==> config.mk <==
export PLATFORM = sky130hd
export DESIGN_NAME = seq_detect_prog_flat
export DESIGN_NICKNAME = d
export VERILOG_FILES = /design/src/rtl/seq_detect_prog_if.sv /design/src/rtl/seq_detect_prog.sv /design/src/flat_wrapper.sv
export SDC_FILE = /design/constraint.sdc
export NUM_CORES = 1
export LEC_CHECK = 0
export ABC_AREA = 1
export ABC_CLOCK_PERIOD_IN_PS = 2800
export CORE_MARGIN = 1.5
export CORE_UTILIZATION = 32
export DETAILED_ROUTE_END_ITERATION = 8
export GPL_ROUTABILITY_DRIVEN = 0
export PLACE_DENSITY = 0.61
export SYNTH_ARGS = -nofsm -noshare
export SYNTH_HDL_FRONTEND = slang
export SYNTH_SLANG_ARGS = --single-unit
==> constraint.sdc <==
create_clock -name clk -period 2.8 [get_ports clk]
set_input_delay 0.28 -clock clk [delete_from_list [all_inputs] [get_ports clk]]
set_output_delay 0.28 -clock clk [all_outputs]
set_load 0.02 [all_outputs]
==> src/rtl/seq_detect_prog_if.sv <==
// seq_detect_prog_if: configuration, serial input and match outputs of seq_detect_prog
interface seq_detect_prog_if #(
  parameter int MAX_LEN = 16,
  parameter int CNT_W = 8
);
  localparam int LEN_W = $clog2(MAX_LEN + 1);
  logic cfg_we_i;
  logic [MAX_LEN-1:0] cfg_pattern_i;
  logic [LEN_W-1:0] cfg_len_i;
  logic cfg_overlap_i;
  logic en_i;
  logic valid_i;
  logic x_i;
  logic cnt_clr_i;
  logic det_o;
  logic [CNT_W-1:0] count_o;
  logic cfg_err_o;
  modport master(
    output cfg_we_i, cfg_pattern_i, cfg_len_i, cfg_overlap_i, en_i, valid_i, x_i, cnt_clr_i,
    input det_o, count_o, cfg_err_o
  );
  modport slave(
    input cfg_we_i, cfg_pattern_i, cfg_len_i, cfg_overlap_i, en_i, valid_i, x_i, cnt_clr_i,
    output det_o, count_o, cfg_err_o
  );
endinterface

==> src/rtl/seq_detect_prog.sv <==
// seq_detect_prog: runtime-programmable serial pattern detector with saturating match counter
module seq_detect_prog #(
  parameter int MAX_LEN = 16,
  parameter int CNT_W = 8,
  localparam int LEN_W = $clog2(MAX_LEN + 1)
) (
  input logic clk,
  input logic reset,
  seq_detect_prog_if.slave bus
);
  logic [MAX_LEN-1:0] hist_q, hist_d, pat_q, pat_d, win, mask;
  logic [LEN_W-1:0] fill_q, fill_d, len_q, len_d;
  logic [CNT_W-1:0] cnt_q, cnt_d;
  logic ovl_q, ovl_d, det_q, det_d, err_q, err_d;
  logic acc, cfg_ok, hit;
  assign win = {hist_q[MAX_LEN-2:0], bus.x_i};
  assign mask = {MAX_LEN{1'b1}} >> (LEN_W'(MAX_LEN) - len_q);
  assign acc = bus.valid_i && bus.en_i && !bus.cfg_we_i;
  assign cfg_ok = bus.cfg_len_i != '0 && bus.cfg_len_i <= LEN_W'(MAX_LEN);
  assign hit = acc && fill_q >= len_q - LEN_W'(1) && ((win ^ pat_q) & mask) == '0;
  always_comb begin
    hist_d = hist_q;
    fill_d = fill_q;
    pat_d = pat_q;
    len_d = len_q;
    ovl_d = ovl_q;
    det_d = hit;
    err_d = bus.cfg_we_i && !cfg_ok;
    cnt_d = bus.cnt_clr_i ? '0 : (hit && cnt_q != '1) ? cnt_q + CNT_W'(1) : cnt_q;
    if (bus.cfg_we_i) begin
      hist_d = '0;
      fill_d = '0;
      pat_d = cfg_ok ? bus.cfg_pattern_i : pat_q;
      len_d = cfg_ok ? bus.cfg_len_i : len_q;
      ovl_d = cfg_ok ? bus.cfg_overlap_i : ovl_q;
    end else if (hit && !ovl_q) begin
      hist_d = '0;
      fill_d = '0;
    end else if (acc) begin
      hist_d = win;
      fill_d = fill_q == LEN_W'(MAX_LEN) ? fill_q : fill_q + LEN_W'(1);
    end
  end
  always_ff @(posedge clk) begin
    if (!reset) begin
      hist_q <= '0;
      fill_q <= '0;
      pat_q <= '0;
      len_q <= LEN_W'(MAX_LEN);
      ovl_q <= 1'b1;
      det_q <= 1'b0;
      err_q <= 1'b0;
      cnt_q <= '0;
    end else begin
      hist_q <= hist_d;
      fill_q <= fill_d;
      pat_q <= pat_d;
      len_q <= len_d;
      ovl_q <= ovl_d;
      det_q <= det_d;
      err_q <= err_d;
      cnt_q <= cnt_d;
    end
  end
  assign bus.det_o = det_q;
  assign bus.count_o = cnt_q;
  assign bus.cfg_err_o = err_q;
endmodule
==> src/flat_wrapper.sv <==
// flat-port wrapper written by rule: the top's interface ports become plain ports
module seq_detect_prog_flat 
#(
  parameter int MAX_LEN = 16,
  parameter int CNT_W = 8,
  localparam int LEN_W = $clog2(MAX_LEN + 1)
)
  (clk, reset, bus_cfg_we_i, bus_cfg_pattern_i, bus_cfg_len_i, bus_cfg_overlap_i, bus_en_i, bus_valid_i, bus_x_i, bus_cnt_clr_i, bus_det_o, bus_count_o, bus_cfg_err_o);
  seq_detect_prog_if #(.MAX_LEN(MAX_LEN), .CNT_W(CNT_W)) bus_i ();
  input logic clk;
  input logic reset;
  input wire logic [$bits(bus_i.cfg_we_i)-1:0] bus_cfg_we_i;
  input wire logic [$bits(bus_i.cfg_pattern_i)-1:0] bus_cfg_pattern_i;
  input wire logic [$bits(bus_i.cfg_len_i)-1:0] bus_cfg_len_i;
  input wire logic [$bits(bus_i.cfg_overlap_i)-1:0] bus_cfg_overlap_i;
  input wire logic [$bits(bus_i.en_i)-1:0] bus_en_i;
  input wire logic [$bits(bus_i.valid_i)-1:0] bus_valid_i;
  input wire logic [$bits(bus_i.x_i)-1:0] bus_x_i;
  input wire logic [$bits(bus_i.cnt_clr_i)-1:0] bus_cnt_clr_i;
  output wire logic [$bits(bus_i.det_o)-1:0] bus_det_o;
  output wire logic [$bits(bus_i.count_o)-1:0] bus_count_o;
  output wire logic [$bits(bus_i.cfg_err_o)-1:0] bus_cfg_err_o;
  assign bus_i.cfg_we_i = bus_cfg_we_i;
  assign bus_i.cfg_pattern_i = bus_cfg_pattern_i;
  assign bus_i.cfg_len_i = bus_cfg_len_i;
  assign bus_i.cfg_overlap_i = bus_cfg_overlap_i;
  assign bus_i.en_i = bus_en_i;
  assign bus_i.valid_i = bus_valid_i;
  assign bus_i.x_i = bus_x_i;
  assign bus_i.cnt_clr_i = bus_cnt_clr_i;
  assign bus_det_o = bus_i.det_o;
  assign bus_count_o = bus_i.count_o;
  assign bus_cfg_err_o = bus_i.cfg_err_o;
  seq_detect_prog #(.MAX_LEN(MAX_LEN), .CNT_W(CNT_W)) u_core (.clk(clk), .reset(reset), .bus(bus_i));
endmodule
* Word level (Yosys, flattened, before mapping)
Cells that the tools add are included.
** Operators by class
- $lt $le $gt $ge :: 2
- Reductions and logical operators :: 17
- Add/sub/neg operators :: 4
- Shifts and indexed selects :: 1
- Bitwise operators :: 4
- Eq/ne operators :: 2
** Operators with widths (count)
- AND 16 bit :: 1
- zero test 16 bit :: 1
- >> shifter 16 x 5 -> 16 bit (first input constant) :: 1
- XOR 16 bit :: 1
- adder 8 x 1 -> 8 bit (second input constant) :: 1
- logical AND 1 bit :: 8
- inequality test 8 bit (second input constant) :: 1
- adder 5 x 1 -> 5 bit (second input constant) :: 1
- == test 5 bit (second input constant) :: 1
- >= comparator 5 bit :: 1
- <= comparator 5 bit (second input constant) :: 1
- nonzero test 5 bit :: 1
- subtractor 5 x 1 -> 5 bit (second input constant) :: 1
- subtractor 5 bit (first input constant) :: 1
- AND reduction 2 bit :: 2
- zero test 1 bit :: 3
- OR reduction 3 bit :: 1
- NOT 1 bit :: 2
- OR reduction 2 bit :: 1
** Storage, ports and cells
- Register bits :: 52
- Output and inout bits :: 10
- Logic and storage cells :: 38
- Input port bits :: 29

* Longest topological paths before layout
- Depth in word-level cells :: 7
- Mapped depth :: 17

* Least setup slack after synthesis
No wires, ideal clock.
- Path type :: register to register
- Start :: reg u_core.len_q[0]
- End :: reg u_core.hist_q[1]
- Arrival time :: 2.148 ns
- Library setup time :: 0.119 ns
- Cell stages (with the launch flop) :: 17
- Period minus slack after synthesis :: 2.267 ns
- Slack :: 0.533 ns
- Cells stage by stage :: dfxtp_1 inv_2 ha_1 inv_1 ha_1 inv_1 ha_1 nand2_1 nor2_1 nand2_1 nand4_1 nand3_2 nor2_4 nand2_2 nand3_2 buf_6 nor2_2
** Between the ends
- Longest elaborated chain between the ends :: 7
** Ends and longest elaborated chain
- start: declaration :: RTL line seq_detect_prog.sv:12 : logic [LEN_W-1:0] fill_q, fill_d, len_q, len_d;
- start signal: assignment :: RTL line seq_detect_prog.sv:49 : len_q <= LEN_W'(MAX_LEN);
- start signal: assignment :: RTL line seq_detect_prog.sv:58 : len_q <= len_d;
- subtractor 5 bit :: RTL line seq_detect_prog.sv:17 : assign mask = {MAX_LEN{1'b1}} >> (LEN_W'(MAX_LEN) - len_q);
- >> shifter 16 x 5 -> 16 bit :: RTL line seq_detect_prog.sv:17
- AND 16 bit :: RTL line seq_detect_prog.sv:20 : assign hit = acc && fill_q >= len_q - LEN_W'(1) && ((win ^ pat_q) & mask) == '0;
- zero test 16 bit :: RTL line seq_detect_prog.sv:20
- logical AND 1 bit (*) :: RTL line seq_detect_prog.sv:20
- logical AND 1 bit (*) :: RTL line seq_detect_prog.sv:36 : end else if (hit && !ovl_q) begin
- OR reduction 3 bit (no line) (*)
- end signal: assignment :: RTL line seq_detect_prog.sv:55 : hist_q <= hist_d;
- end: declaration :: RTL line seq_detect_prog.sv:11 : logic [MAX_LEN-1:0] hist_q, hist_d, pat_q, pat_d, win, mask;
Every way passes the cells marked *; elsewhere a longest branch is shown, timed or not.
A chain may end at the register's enable or synchronous reset.

* Final worst setup path
- Start :: reg u_core.len_q[0]
- End :: reg u_core.hist_q[6]
Same word-level chain as after synthesis.

==> qor.yml <==
clk-insertion-delay-late_ns: 0.31
min_from: "u_core.pat_q[8]"
yosys_register_bits: 52
hold_violations: 0
hold_buffers: 0
post_drt_wl_per_cell_um: 11.2
path_cells: "inv_2 > ha_2 > inv_1 > ha_1 > inv_1 > ha_1 > nand2_1 > inv_1 > o21ai_0 > nand4_1 > nand3_2 > nor2_4 > nand2_2 > nand3_4 > clkbuf_16 > nor2_2"
place_area_um2: 3330
syn_avg_cell_area_um2: 7.26
status: "finished, final reports clean"
grt_overflow_total: 0
yosys_most_used_dff: "dfxtp_1"
detail-route-antenna-nets: 0
drtPass1Iterations: 4
required_ns: 3.05
yosysWarningCount: 0
rows: 34
cts_max_level: 2
nets: 476
first_iter_violations: 94
criticalPathCategory: "flip-flop to flip-flop"
max_freq_mhz: 393
insertedDiodeCount: 0
dp_hpwl_um: 4580
clkTransAtPathRegs_ns: 0.10
skew_ns: 0.0115
hp-class: "flip-flop to flip-flop"
dieHeight_um: 96.9
cts-root-buf: "clkbuf_8"
min_period_over_period_pct: 91.0
slew_viol_final: 0
cp-start-kind: "flip-flop"
cp-end-kind: "flip-flop"
grt_max_degree: 23
synth_area_leader_cell: "dfxtp_1"
grt_use_total_pct: 13.6
worstPathArrival_ns: 2.80
ys_seq_area_share_pct: 36.9
yosys-top-cells-count: "90 x nand2_1, 52 x dfxtp_1, 47 x inv_1"
drc: 0
cp_max_fo: 7
whs_path_depth: 2
finalSetupTns_ns: 0
async_flop_share_pct: 0
clock_path_buffers: 2
r2r-end: "u_core.hist_q[6]"
tightestPinTransition_ns: 0.486
ff2ff_path_depth: 16
total_power_mw: 1.52
design_area_um2: 3490
syn_nets: 430
maxCapViolCount: 0
irDropWorstVdd_uv: 206
grt_pass1_vias: 2371
leakagePower_nw: 1.48
antenna_found_initial: 0
cpMaxStageDelayCell: "dfxtp_1"
power_density_nw_per_um2: 436
cpMostUsedCell: "inv_1"
rsz0062_at_grt: "no"
min_period_ns: 2.55
dieWidth_um: 96.9
initial_utilization_pct: 32.7
vias: 2443
area_delta_synth_final_pct: 23.6
vias_per_cell: 4.49
placed_cells: 530
fin_hold_ws_ns: 0.472
io_pins: 39
synth_cell_types: 31
slew_headroom_pct: 67.5
cts_tree: "done"
wl_um: 6090
syn_area_um2: 2820
fin_cells: 544
synth_most_common_cell: "nand2_1"
fin_ws_ns: 0.253
drive_gt1_share_pct: 15.1
synthCells: 389
synth_edf_count: 0
place_ws_ns: 0.203
io_buffers: 38
setup-violations-final: 0
crit_family: "adder cells"
cts_inserted_buffers: 5
grt_pass1_wl_um: 10500
clock_sinks: 52
synth_area_leaders: "dfxtp_1 37%, nand2_1 12%, inv_1 6.2%"
synth_top_area_share_pct: 36.9
r2r_slack_ns: 0.25
die_area_um2: 9400
worstReg2RegStart: "u_core.len_q[0]"
fin_util_pct: 40.4
hold_end: "u_core.pat_q[8]"
path_buf_inv: 5
critPathMaxStageDelay_ns: 0.34
core_area_um2: 8640
## logic make-up after synthesis
| logic type | count (synthesis) | synth area share, % |
|---|---|---|
| adder cells (fa/ha/maj) | 12 | 5.32 |
| multiplexers | 3 | 1.06 |
| AO/OA/AOI/OAI | 54 | 10.1 |
| flip-flops | 52 | 36.9 |
| AND/OR/NAND/NOR | 187 | 31.6 |
| XOR/XNOR | 18 | 5.58 |
| buffers and inverters | 63 | 9.39 |
## worst max-delay path by stage
stage / end / depth (start not counted) / slack, ns / from
floorplan: u_core.hist_q[1] / 16 / 0.53 / u_core.len_q[0]
global placement: u_core.hist_q[11] / 16 / 0.32 / u_core.len_q[0]
detailed placement: u_core.hist_q[6] / 16 / 0.20 / u_core.len_q[0]
CTS: u_core.hist_q[1] / 16 / 0.15 / u_core.len_q[0]
global route: u_core.hist_q[6] / 16 / 0.01 / u_core.len_q[0]
finish: u_core.hist_q[6] / 16 / 0.25 / u_core.len_q[0]
## final cells by class
class | instances | area [µm²]
Clock buffer | 5 | 68.8
Multi-Input combinational cell | 274 | 1530
Clock inverter | 3 | 21.3
Timing Repair Buffer | 50 | 500
Fill cell | 913 | 5150
Inverter | 52 | 195
Tap cell | 108 | 135
Sequential cell | 52 | 1040
## routing by layer
metal	track usage (%)	up-vias	part of all wire, %
li1	-	1314	-
met1	16.4	1094	45
met2	24.6	30	51
met3	2.10	5	3.2
met4	4.24	0	0.90
met5	0	-	0
## cells in the final DEF (no fill, tap or decap), drive strengths merged
cell type,n
dfxtp,52
nand3,33
a31oi,1
nand4,2
ha,12
a21oi,25
mux2i,3
clkinvlp,1
buf,11
clkbuf,6
nor3,3
o21ai,25
nor4,1
clkdlybuf4s50,38
nand2,97
xnor2,7
inv,53
clkinv,1
xor2,11
o211ai,2
nor2,51
a211oi,1
## registers in the layout, indices dropped and copies added, names as in the netlist
signal	count
u_core.pat_q	16
u_core.hist_q	15
u_core.bus.count_o	8
u_core.fill_q	5
u_core.len_q	5
u_core.bus.cfg_err_o	1
u_core.bus.det_o	1
u_core.ovl_q	1
## what timing repair did
item,4_1_cts,5_1_grt
resized for setup,0,2
setup buffers,0,5
endpoints found under the setup margin,0,18
## power by group
group | internal [mW] | switching (mW)
clock | 0.178 | 0.262
sequential | 0.765 | 0.0170
combinational | 0.128 | 0.170
total | 1.07 | 0.449
## worst register-to-register path, delay by kind of cell (launching register included)
kind	cells	cell delay [ns]
buffers and inverters	5	0.48
AND/OR/NAND/NOR	7	0.69
flip-flops	1	0.34
adder cells (fa/ha/maj)	3	0.84
AO/OA/AOI/OAI	1	0.14
(Power assumes the default switching activity.)
